==> config.mk <==
export PLATFORM = sky130hd
export DESIGN_NAME = pixel_mixer
export DESIGN_NICKNAME = d
export VERILOG_FILES = /design/src/rtl/pixel_pkg.sv /design/src/rtl/sync_delay.sv /design/src/rtl/pixel_mixer.sv
export SDC_FILE = /design/constraint.sdc
export NUM_CORES = 1
export LEC_CHECK = 0
export ABC_AREA = 1
export CORE_UTILIZATION = 39
export CTS_BUF_LIST = sky130_fd_sc_hd__clkbuf_4
export DETAILED_ROUTE_END_ITERATION = 12
export GPL_TIMING_DRIVEN = 0
export MAX_ROUTING_LAYER = met4
export PLACE_DENSITY = 0.83
export SYNTH_ARGS = -nofsm -noshare
export SYNTH_HDL_FRONTEND = slang
export SYNTH_HIERARCHICAL = 1
export SYNTH_SLANG_ARGS = --single-unit
==> constraint.sdc <==
create_clock -name clk -period 3.1 [get_ports clk]
set_input_delay 0.31 -clock clk [delete_from_list [all_inputs] [get_ports clk]]
set_output_delay 0.31 -clock clk [all_outputs]
set_load 0.005 [all_outputs]
==> src/rtl/pixel_pkg.sv <==
// Shared constants and pixel types for the layer mixer.
package pixel_pkg;

  localparam int unsigned RGB_W      = 12;
  localparam int unsigned CH_W       = 4;
  localparam int unsigned PIPE_DEPTH = 3;

  localparam logic [RGB_W-1:0] KEY_COLOR = 12'hF0F;
  localparam logic [RGB_W-1:0] BG_COLOR  = 12'h000;
  localparam logic [RGB_W-1:0] BLACK     = 12'h000;

  typedef struct packed {
    logic [CH_W-1:0] r;
    logic [CH_W-1:0] g;
    logic [CH_W-1:0] b;
  } rgb_t;

endpackage

==> src/rtl/sync_delay.sv <==
// N-cycle shift register with a configurable reset value, used to align
// control and sync bits with the memory read latency.
module sync_delay #(
  parameter int unsigned W = 1,
  parameter int unsigned N = 1,
  parameter logic [W-1:0] RST_VAL = '0
) (
  input  logic         clk,
  input  logic         rst,
  input  logic [W-1:0] d,
  output logic [W-1:0] q
);

  logic [W-1:0] sr [N];

  // Shift chain; every stage loads RST_VAL on reset.
  always_ff @(posedge clk or posedge rst) begin
    if (rst) begin
      for (int i = 0; i < int'(N); i++) sr[i] <= RST_VAL;
    end else begin
      sr[0] <= d;
      for (int i = 1; i < int'(N); i++) sr[i] <= sr[i-1];
    end
  end

  assign q = sr[N-1];

endmodule

==> src/rtl/pixel_mixer.sv <==
// Three-stage priority mixer of NUM_LAYERS sprite/terrain layers with a
// colour-keyed transparency and a per-frame layer 0/1 collision flag.
module pixel_mixer #(
  parameter int unsigned NUM_LAYERS = 4,
  parameter int unsigned ADDR_W     = 17,
  parameter logic [pixel_pkg::RGB_W-1:0] KEY_COLOR = pixel_pkg::KEY_COLOR,
  parameter logic [pixel_pkg::RGB_W-1:0] BG_COLOR  = pixel_pkg::BG_COLOR
) (
  input  logic                                 clk,
  input  logic                                 rst,
  input  logic                                 valid_in,
  input  logic                                 hsync_in,
  input  logic                                 vsync_in,
  input  logic [NUM_LAYERS-1:0]                layer_en,
  input  logic [NUM_LAYERS*ADDR_W-1:0]         layer_addr,
  output logic [NUM_LAYERS*ADDR_W-1:0]         mem_addr,
  input  logic [NUM_LAYERS*pixel_pkg::RGB_W-1:0] mem_data,
  output logic [pixel_pkg::CH_W-1:0]           vga_r,
  output logic [pixel_pkg::CH_W-1:0]           vga_g,
  output logic [pixel_pkg::CH_W-1:0]           vga_b,
  output logic                                 hsync_out,
  output logic                                 vsync_out,
  output logic                                 collision
);

  import pixel_pkg::*;

  localparam int unsigned S2_DEPTH = PIPE_DEPTH - 1;
  localparam int unsigned CTRL_W   = NUM_LAYERS + 1;

  logic [NUM_LAYERS-1:0] en_s2;
  logic                  valid_s2;
  logic                  hs_s2;
  logic                  vs_s2;
  logic [NUM_LAYERS-1:0] opaque_c;
  rgb_t                  pix_c;
  logic                  vs_rise_c;

  // Enable/valid delayed to line up with returning memory data.
  sync_delay #(
    .W       (CTRL_W),
    .N       (S2_DEPTH),
    .RST_VAL (CTRL_W'(0))
  ) u_ctrl_dly (
    .clk (clk),
    .rst (rst),
    .d   ({valid_in, layer_en}),
    .q   ({valid_s2, en_s2})
  );

  // Syncs delayed alongside; idle-high so reset looks like no sync pulse.
  sync_delay #(
    .W       (2),
    .N       (S2_DEPTH),
    .RST_VAL (2'b11)
  ) u_sync_dly (
    .clk (clk),
    .rst (rst),
    .d   ({hsync_in, vsync_in}),
    .q   ({hs_s2, vs_s2})
  );

  // Stage 1: present layer addresses to the frame memories every cycle.
  always_ff @(posedge clk or posedge rst) begin
    if (rst) mem_addr <= '0;
    else     mem_addr <= layer_addr;
  end

  // A layer is opaque when it hits and its texel is not the key colour.
  always_comb begin
    opaque_c = '0;
    for (int i = 0; i < int'(NUM_LAYERS); i++) begin
      opaque_c[i] = en_s2[i] && (mem_data[i*RGB_W +: RGB_W] != KEY_COLOR);
    end
  end

  // Lowest-index opaque layer wins; blanking overrides everything.
  always_comb begin
    pix_c = rgb_t'(BG_COLOR);
    for (int i = int'(NUM_LAYERS) - 1; i >= 0; i--) begin
      if (opaque_c[i]) pix_c = rgb_t'(mem_data[i*RGB_W +: RGB_W]);
    end
    if (!valid_s2) pix_c = rgb_t'(BLACK);
  end

  // Stage 3: registered colour and syncs.
  always_ff @(posedge clk or posedge rst) begin
    if (rst) begin
      vga_r     <= '0;
      vga_g     <= '0;
      vga_b     <= '0;
      hsync_out <= 1'b1;
      vsync_out <= 1'b1;
    end else begin
      vga_r     <= pix_c.r;
      vga_g     <= pix_c.g;
      vga_b     <= pix_c.b;
      hsync_out <= hs_s2;
      vsync_out <= vs_s2;
    end
  end

  // vsync_out holds the previous stage-2 vsync, giving the edge for free.
  assign vs_rise_c = vs_s2 & ~vsync_out;

  if (NUM_LAYERS >= 2) begin : g_coll
    logic overlap;
    logic hit_c;

    assign hit_c = valid_s2 & opaque_c[0] & opaque_c[1];

    // Frame overlap accumulator; an overlap on the edge belongs to the new frame.
    always_ff @(posedge clk or posedge rst) begin
      if (rst) begin
        overlap   <= 1'b0;
        collision <= 1'b0;
      end else if (vs_rise_c) begin
        collision <= overlap;
        overlap   <= hit_c;
      end else begin
        overlap   <= overlap | hit_c;
      end
    end
  end else begin : g_no_coll
    assign collision = 1'b0;
  end

endmodule

Yosys cells after proc, flatten, opt, wreduce, memory -nomap -nowiden
Index checks and enable logic that the tools add are counted. W data, S select, Z words.

Logic and storage cells: 31. Input port bits: 125. Register bits: 98.

Equal/unequal tests: 4. Muxes and demuxes: 6. Reductions and logical operators: 4. Bitwise logic cells: 5.

Operators by type and width (count): $mux W12 (5); $ne A12 B12 Y1 const B (4); $logic_and A1 B1 Y1 (4); $and A1 B1 Y1 (3); $mux W1 (1); $not A1 Y1 (1); $or A1 B1 Y1 (1).

Longest topological paths before layout
Gate-level depths: netlist of the first run.

Depth after elaboration: 7. Gate-level depth with buffers: 10. Gate-level depth less buffers: 9.

Modules after synthesis
Netlist of the first run, hierarchy kept.

Modules (own cells, without submodules): pixel_mixer (cells each 287, instances 1, area each 3079.2 µm², seq. area each 2104.5 µm²); sync_delay (u_ctrl_dly) (cells each 16, instances 1, area each 291.5 µm², seq. area each 250.2 µm²); sync_delay (u_sync_dly) (cells each 7, instances 1, area each 123.9 µm², seq. area each 105.1 µm²).

Worst setup path before layout of the first run
Ideal clock, no wire load.

Path type: input -> register. From: input mem_data[30] (netlist name). To: register vga_b[1] (netlist name). Required time: 2978 ps. Arrival time: 1039 ps. Stages on the path: 9. Setup slack: 1939 ps. Path through: inv_1 > nand2_1 > nor2_1 > nand3_1 > nand2_1 > buf_2 > nand2_1 > nand2_1 > a21oi_2.

RTL lines: start: declaration (RTL line pixel_mixer.sv:17) `input logic [NUM_LAYERS*pixel_pkg::RGB_W-1:0] mem_data,`; end signal: assignment (RTL line pixel_mixer.sv:97) `vga_b <= pix_c.b;`; end: declaration (RTL line pixel_mixer.sv:20) `output logic [pixel_pkg::CH_W-1:0] vga_b,`.

Worst setup path in the final report of the first run
From: register vsync_out. To: output vsync_out.

RTL lines: start: declaration (RTL line pixel_mixer.sv:22) `output logic vsync_out,`; start signal: assignment (RTL line pixel_mixer.sv:99) `vsync_out <= vs_s2;`.

No word-level cell between the ends.

==> results of run 1 <==
worst paths after layout:
kind / start / end / slack, ns
setup / recovery: vsync_out$_DFF_PP1_ / vsync_out / 1.29
hold / removal: rst / u_ctrl_dly/q[0]$_DFF_PP0_ / 0.24
setup reg to reg: u_ctrl_dly/q[2]$_DFF_PP0_ / vga_g[1]$_DFF_PP0_ / 1.82
hold reg to reg: u_sync_dly/sr[2]$_DFF_PP1_ / u_sync_dly/q[0]$_DFF_PP1_ / 0.37
max in group asynchronous: rst / mem_addr[23]$_DFF_PP0_ / 2.20
min in group clk: hsync_in / u_sync_dly/sr[3]$_DFF_PP1_ / 0.27
stage by stage:
stage,util,hold slack [ns],std cells
2_1_floorplan,-,0.150,310
3_3_place_gp,0.657,0.333,625
3_5_place_dp,0.660,0.337,626
4_1_cts,0.675,0.232,642
5_1_grt,0.675,0.229,642
6_report,0.675,0.237,642
cells in the mapped netlist:
| cell | count | area (um2) |
|---|---|---|
| a21oi_1 | 1 | 5.00 |
| a21oi_2 | 12 | 105 |
| buf_1 | 1 | 3.75 |
| buf_2 | 4 | 20.0 |
| buf_4 | 9 | 67.6 |
| buf_6 | 3 | 33.8 |
| clkbuf_1 | 1 | 3.75 |
| clkinv_1 | 16 | 60.1 |
| dfrtp_1 | 92 | 2300 |
| dfstp_2 | 6 | 158 |
| inv_1 | 23 | 86.3 |
| inv_2 | 2 | 7.51 |
| nand2_1 | 67 | 251 |
| nand2_2 | 1 | 6.26 |
| nand3_1 | 38 | 190 |
| nand3_2 | 1 | 10.0 |
| nand3b_1 | 1 | 7.51 |
| nand3b_4 | 1 | 20.0 |
| nand4_1 | 1 | 6.26 |
| nor2_1 | 13 | 48.8 |
| nor2_2 | 3 | 18.8 |
| o21ai_1 | 12 | 60.1 |
| o21ai_4 | 1 | 16.3 |
| o22ai_1 | 1 | 6.26 |
state kept, by name, summed over array words and instances (netlist names):
register        cells
u_sync_dly/q        2
g_coll.overlap      1
u_ctrl_dly/q        5
vga_g               4
u_sync_dly/sr       2
mem_addr           68
vga_b               4
collision           1
u_ctrl_dly/sr       5
hsync_out           1
vsync_out           1
vga_r               4
layer usage:
| layer | track usage | vias up |
|---|---|---|
| li1 | - | 1394 |
| met5 | - | - |
| met2 | 0.360 | 136 |
| met4 | 0.0735 | 0 |
| met3 | 0.0491 | 18 |
| met1 | 0.250 | 1362 |
area by class of cell:
class | count | share of cell area
plain buffers | 18 | 0.0220
repair buffers | 208 | 0.357
well taps | 108 | 0.0231
multi-input cells | 153 | 0.128
clock buffers | 9 | 0.0115
flip-flops and latches | 98 | 0.420
clock inverters | 7 | 0.0117
inverters | 41 | 0.0267
logic make-up after synthesis:
logic type             Yosys count  share of synthesized area
buffers and inverters           59                     0.0809
DFF                             98                      0.704
AOI/OAI and AO/OA               27                     0.0551
and+or+nand+nor                126                      0.160
power by group:
| part | internal [W] | switching, W |
|---|---|---|
| combinational | 0.000286 | 0.000160 |
| sequential | 0.00135 | 0.0000203 |
| clock | 0.000188 | 0.000454 |
==> results by group, run 1 <==
Run status
  • Status: complete, no violations

Floorplanning
  • Die area: around 9300 um2
  • # rows: 34
  • Core ar.: 8680 um2
  • Die Span Y: slightly below 100 um
  • Die Wd: 96.7 um
  • Initial cell density of the core: 0.403
  • I/O Pins: between 200 and 250

Logic synthesis
  • Seq/Total Area, Yosys: 0.704
  • Syn Area/Cell: 11.3 um2
  • Total nets after synthesis: 435
  • #FFs+latches synth: 98
  • Synth Instances: 310
  • Distinct cells, synth: 24
  • Mapped Area: approximately 3500 um2
  • Warnings from Yosys: 6

Timing
  • RSZ-0062 raised after global routing: no
  • Slew margin rel.: 0.659
  • Max-slew violation count: 0
  • Layout Skew: 0.00521 ns
  • Worst setup margin: 1.29 ns
  • Final Setup Violations: 0
  • Fmax achieved: 552 MHz
  • Tcrit/Tclk final: 0.584
  • Fin Setup TNS: 0 ns
  • Tmin final: 1.81 ns
  • Hold Vio Cnt, Final: 0
  • Worst-margin pin slew: 0.512 ns

Clocking
  • Number of clock sinks: 98
  • Cts bufs inserted: 9
  • Setup Fix Bufs, Post-CTS: 0
  • Reg clk slew, reported paths: 0.15 ns
  • H-Tree Depth: 3
  • Post_cts resized: 0
  • Worst skew pair latency: 0.42 ns
  • CTS tree: yes
  • CTS max path bufs: 2
  • Hold_buf cts: 0
  • CTS root buffer: clkbuf_4

Placement
  • HPWL Detailed: 7.75 mm
  • Final Wtd Congestion: 0.914
  • DP Worst Slack: between 1 and 1.5 ns
  • Placed inst area: 5720 um2
  • I/O Buffers: 207

Worst hold path
  • Hold Path Class: in2async

Global routing
  • All-layer global routing usage: 0.213
  • Largest net degree at the start of global routing: 46
  • First-pass GRT wire length: 14.9 mm
  • Antenna violations before repair: 0
  • GRT overflow: 0
  • Vias in the first global route: 2931

Final layout
  • Seq. cell area: between 2000 and 2500 um2
  • Area Overhead vs Synth: 67.7%
  • Layout cells sized above 1: 0.112
  • Most frequent cells in the layout: clkdlybuf4s50_1 (207), dfrtp_1 (92), nand2_1 (67), nand3_1 (38), inv_1 (22)
  • Fillers: 685
  • Post-route cell area: 5860 um2
  • Antenna Cells: 0
  • Layout Nets: ~650
  • Area occupied by multi-input gates: 752 um2
  • Commonest non-fill, non-tap cell in the layout: clkdlybuf4s50_1

Detailed routing
  • Remaining DRCs: 0
  • DR WL met3: 583 um
  • Drt first pass iters: 4
  • Metal2 WL: 4.86 mm
  • Routed Antenna Nets: 0
  • Drt total wl: approximately 9.5 mm
  • Initial drt markers: 77
  • Vias per cell: 4.53
  • Routed len/inst: ~15 um
  • Met1 WL: about 3.8 mm
  • Via Count: 2910
  • Top layer in use: met4

Job
  • Max Cap Viol: 0

Power and ir drop
  • Leakage: roughly 2.6 nW
  • Total power: 0.00246 W
  • Pwr Density: 420 nW/um2
  • Max VDD drop: between 0.0003 and 0.0004 V

Worst setup path
  • Crit path cell chain: clkdlybuf4s50_1
  • CP Class: reg2out
  • CP Data Arrival Time: 1.50 ns
  • Buffer and inverter count on the worst path: 1
  • Crit end category: output pin
  • FF-to-FF path depth: 7
  • CP delay by family, top: flip-flops
  • Crit path launch type: flop
  • CP max stage cell: dfstp_2
  • Maximum fanout along the worst path: 2
  • Critical Path Max Stage Delay: roughly 0.56 ns
  • CP Depth: 1
  • CP required: 2.79 ns
(Power assumes the default switching activity.)
==> inputs of run 2 (changes only) <==
clock period = 1.7 ns   (was 3.1 ns; I/O delays follow)
==> run 2 against run 1 <==
Power increased by 84%. Clock power increased by 88%. Sequential power increased by 82%. Die area unchanged. Core utilization increased by 0.20 points. Via count increased by 0.41%. Cell area increased by 0.30%. Count of clock-buffer cells in the layout unchanged. Critical endpoint is now hsync_out. Largest power group unchanged.
==> results by group, run 2 (synthesis gave the netlist of run 1 again) <==
Floorplanning
  • Die area: 9340 um2 (unchanged)
  • Die Span Y: 96.7 um (unchanged)
  • I/O Pins: 208 (unchanged)
  • Core ar.: 8680 um2 (unchanged)
  • # rows: 34 (unchanged)
  • Die Wd: 96.7 um (unchanged)
  • Initial cell density of the core: 0.403 (unchanged)

Timing
  • RSZ-0062 raised after global routing: no
  • Worst-margin pin slew: 0.510 ns (-0.00233 ns)
  • Max-slew violation count: 0 (unchanged)
  • Tmin final: 1.62 ns
  • Tcrit/Tclk final: 0.954
  • Fmax achieved: slightly above 600 MHz
  • Hold Vio Cnt, Final: 0 (unchanged)
  • Worst setup margin: 0.0779 ns (-1.21 ns)
  • Layout Skew: 0.00759 ns (+0.00239 ns)
  • Fin Setup TNS: 0 ns (unchanged)
  • Slew margin rel.: 0.660 (+0.000836)
  • Final Setup Violations: 0 (unchanged)

Detailed routing
  • Drt total wl: 9.65 mm (+2.1%)
  • Drt first pass iters: 4 (unchanged)
  • Routed len/inst: 15.0 um (+2.1%)
  • Vias per cell: 4.55 (+0.41%)
  • Initial drt markers: 97 (+26%)
  • Routed Antenna Nets: 0 (unchanged)
  • Via Count: 2922 (+0.41%)
  • Remaining DRCs: 0 (unchanged)

Global routing
  • Antenna violations before repair: 0 (unchanged)
  • GRT overflow: 0 (unchanged)
  • Met3 Usage GRT: 0.0556 (+0.00650)
  • All-layer global routing usage: 0.221 (+0.00809)
  • Top Usage Layer GRT: met2
  • GR Util met2: 0.380 (+0.0206)
  • First-pass GRT wire length: 15.5 mm (+3.6%)
  • Met1 usage: 0.254 (+0.00450)
  • Vias in the first global route: 3000 (+2.4%)
  • Largest net degree at the start of global routing: 39 (-15%)

Final layout
  • Area Overhead vs Synth: 68.2%
  • Final core utilization: 0.677 (+0.00202)
  • Layout Nets: 655 (+0.15%)
  • Layout cells sized above 1: 0.110 (-0.00187)
  • Top reg by flops: mem_addr
  • Post-route cell area: 5880 um2 (+0.30%)
  • Antenna Cells: 0 (unchanged)
  • Fillers: 681 (-0.58%)
  • Most frequent cells in the layout: clkdlybuf4s50_1 (206), dfrtp_1 (92), nand2_1 (67), nand3_1 (38), inv_1 (22)
  • Commonest non-fill, non-tap cell in the layout: clkdlybuf4s50_1
  • Max FFs per register: 68 (unchanged)

Power and ir drop
  • Clk pwr share: 0.268 (+0.007)
  • Sw Ratio: 0.242 (-0.0166)
  • Max VDD drop: 0.000560 V (+73%)
  • Pwr Density: 771 nW/um2 (+84%)
  • Int Pwr: 0.00344 W (+88%)
  • Sw power: 0.00110 W (+72%)
  • Leakage: 2.64 nW (+0.18%)
  • Sequential share of power: 0.551 (-0.006)
  • Total power: 0.00453 W (+84%)
  • Logic gate share of total power: 0.181 (about the same)

Worst setup path
  • Maximum fanout along the worst path: 1 (-1)
  • Critical Path Max Stage Delay: 0.54 ns (-0.02 ns)
  • Start of the worst register-to-register path: u_ctrl_dly/q[2]$_DFF_PP0_
  • FF-to-FF setup slack: 0.42 ns (-1.40 ns)
  • Crit end category: output pin
  • Worst reg2reg path endpoint: vga_g[0]$_DFF_PP0_
  • CP required: 1.53 ns (-1.26 ns)
  • Buffer and inverter count on the worst path: 1 (unchanged)
  • Crit path cell chain: clkdlybuf4s50_1
  • FF-to-FF path depth: 7 (unchanged)
  • CP max stage cell: dfstp_2
  • CP delay by family, top: flip-flops
  • CP Class: reg2out
  • Crit path launch type: flop
  • CP Data Arrival Time: 1.45 ns (-0.05 ns)

Clocking
  • CTS tree: yes
  • Reg clk slew, reported paths: 0.15 ns (about the same)
  • Hold_buf cts: 0 (unchanged)
  • Cts bufs inserted: 9 (unchanged)
  • H-Tree Depth: 3 (unchanged)
  • Worst skew pair latency: 0.42 ns (about the same)
  • CTS max path bufs: 2 (unchanged)
  • CTS root buffer: clkbuf_4
  • Number of clock sinks: 98 (unchanged)

Worst hold path
  • Hold Path Class: in2async

Placement
  • DP Worst Slack: -0.0172 ns (-1.25 ns)
  • HPWL Detailed: 7.92 mm (+2.1%)
  • Placed inst area: 5750 um2 (+0.37%)
  • Final Wtd Congestion: 0.934 (+2.1%)
  • I/O Buffers: 207 (unchanged)

Job
  • Max Cap Viol: 0 (unchanged)

Run status
  • Status: complete, no violations
[run 2: changes by cell type in the layout (fill, tap and decap cells not counted), sizes merged]
cell | before | now
inv | 29 | 26
clkdlybuf4s50 | 207 | 206
buf | 18 | 19
bufinv | 0 | 1
dlygate4sd2 | 0 | 1
clkinvlp | 0 | 1
[run 2: timing repair]
action                     CTS  global route
setup buffers                0             0
setup endpoints to repair    1             0
gates resized for setup      1             0
[run 2: worst max-delay path by stage]
| stage | start | slack (ns) | cells past startpoint | end |
|---|---|---|---|---|
| final | hsync_out$_DFF_PP1_ | 0.08 | 1 | hsync_out |
| after CTS | hsync_out$_DFF_PP1_ | 0.03 | 1 | hsync_out |
| after floorplan | rst | 0.57 | 1 | collision$_DFFE_PP0P_ |
| after global routing | hsync_out$_DFF_PP1_ | 0.01 | 1 | hsync_out |
| after global placement | rst | -0.35 | 2 | mem_addr[15]$_DFF_PP0_ |
| after detailed placement | mem_data[27] | -0.02 | 9 | vga_g[0]$_DFF_PP0_ |
[run 2: through the flow]
step,instances,hold slack [ns]
after floorplan,310,0.0102
after global placement,625,0.331
after detailed placement,627,0.336
after CTS,642,0.0878
after global routing,642,0.111
final,642,0.103
[run 2: metal layers]
metal  vias up  wire length, um
met3        16              722
met4         0              142
met1      1379             3730
met5         -                0
met2       136             5050
li1       1391                -
[run 2: area by class of cell]
class	count	area (um2)	area share
flip-flops and latches	98	2460	0.418
repair buffers	209	2110	0.359
multi-input cells	153	752	0.128
inverters	41	158	0.0268
well taps	108	135	0.0230
plain buffers	18	129	0.0219
clock buffers	9	67.6	0.0115
clock inverters	6	66.3	0.0113
[run 2: power by group through the flow]
stage / clock network [W] / logic [W] / registers (W)
2_1_floorplan: 0 / 0.000217 / 0.00256
3_3_place_gp: 0 / 0.000799 / 0.00254
3_5_place_dp: 0 / 0.000829 / 0.00255
4_1_cts: 0.00127 / 0.000832 / 0.00250
5_1_grt: 0.00136 / 0.000888 / 0.00251
6_report: 0.00121 / 0.000820 / 0.00250
==> inputs of run 3 (changes only) <==
ABC_CLOCK_PERIOD_IN_PS = 1700   (was not set)
==> results of run 3 <==
No change in the layout: final DEF, timing and power equal those of run 2.
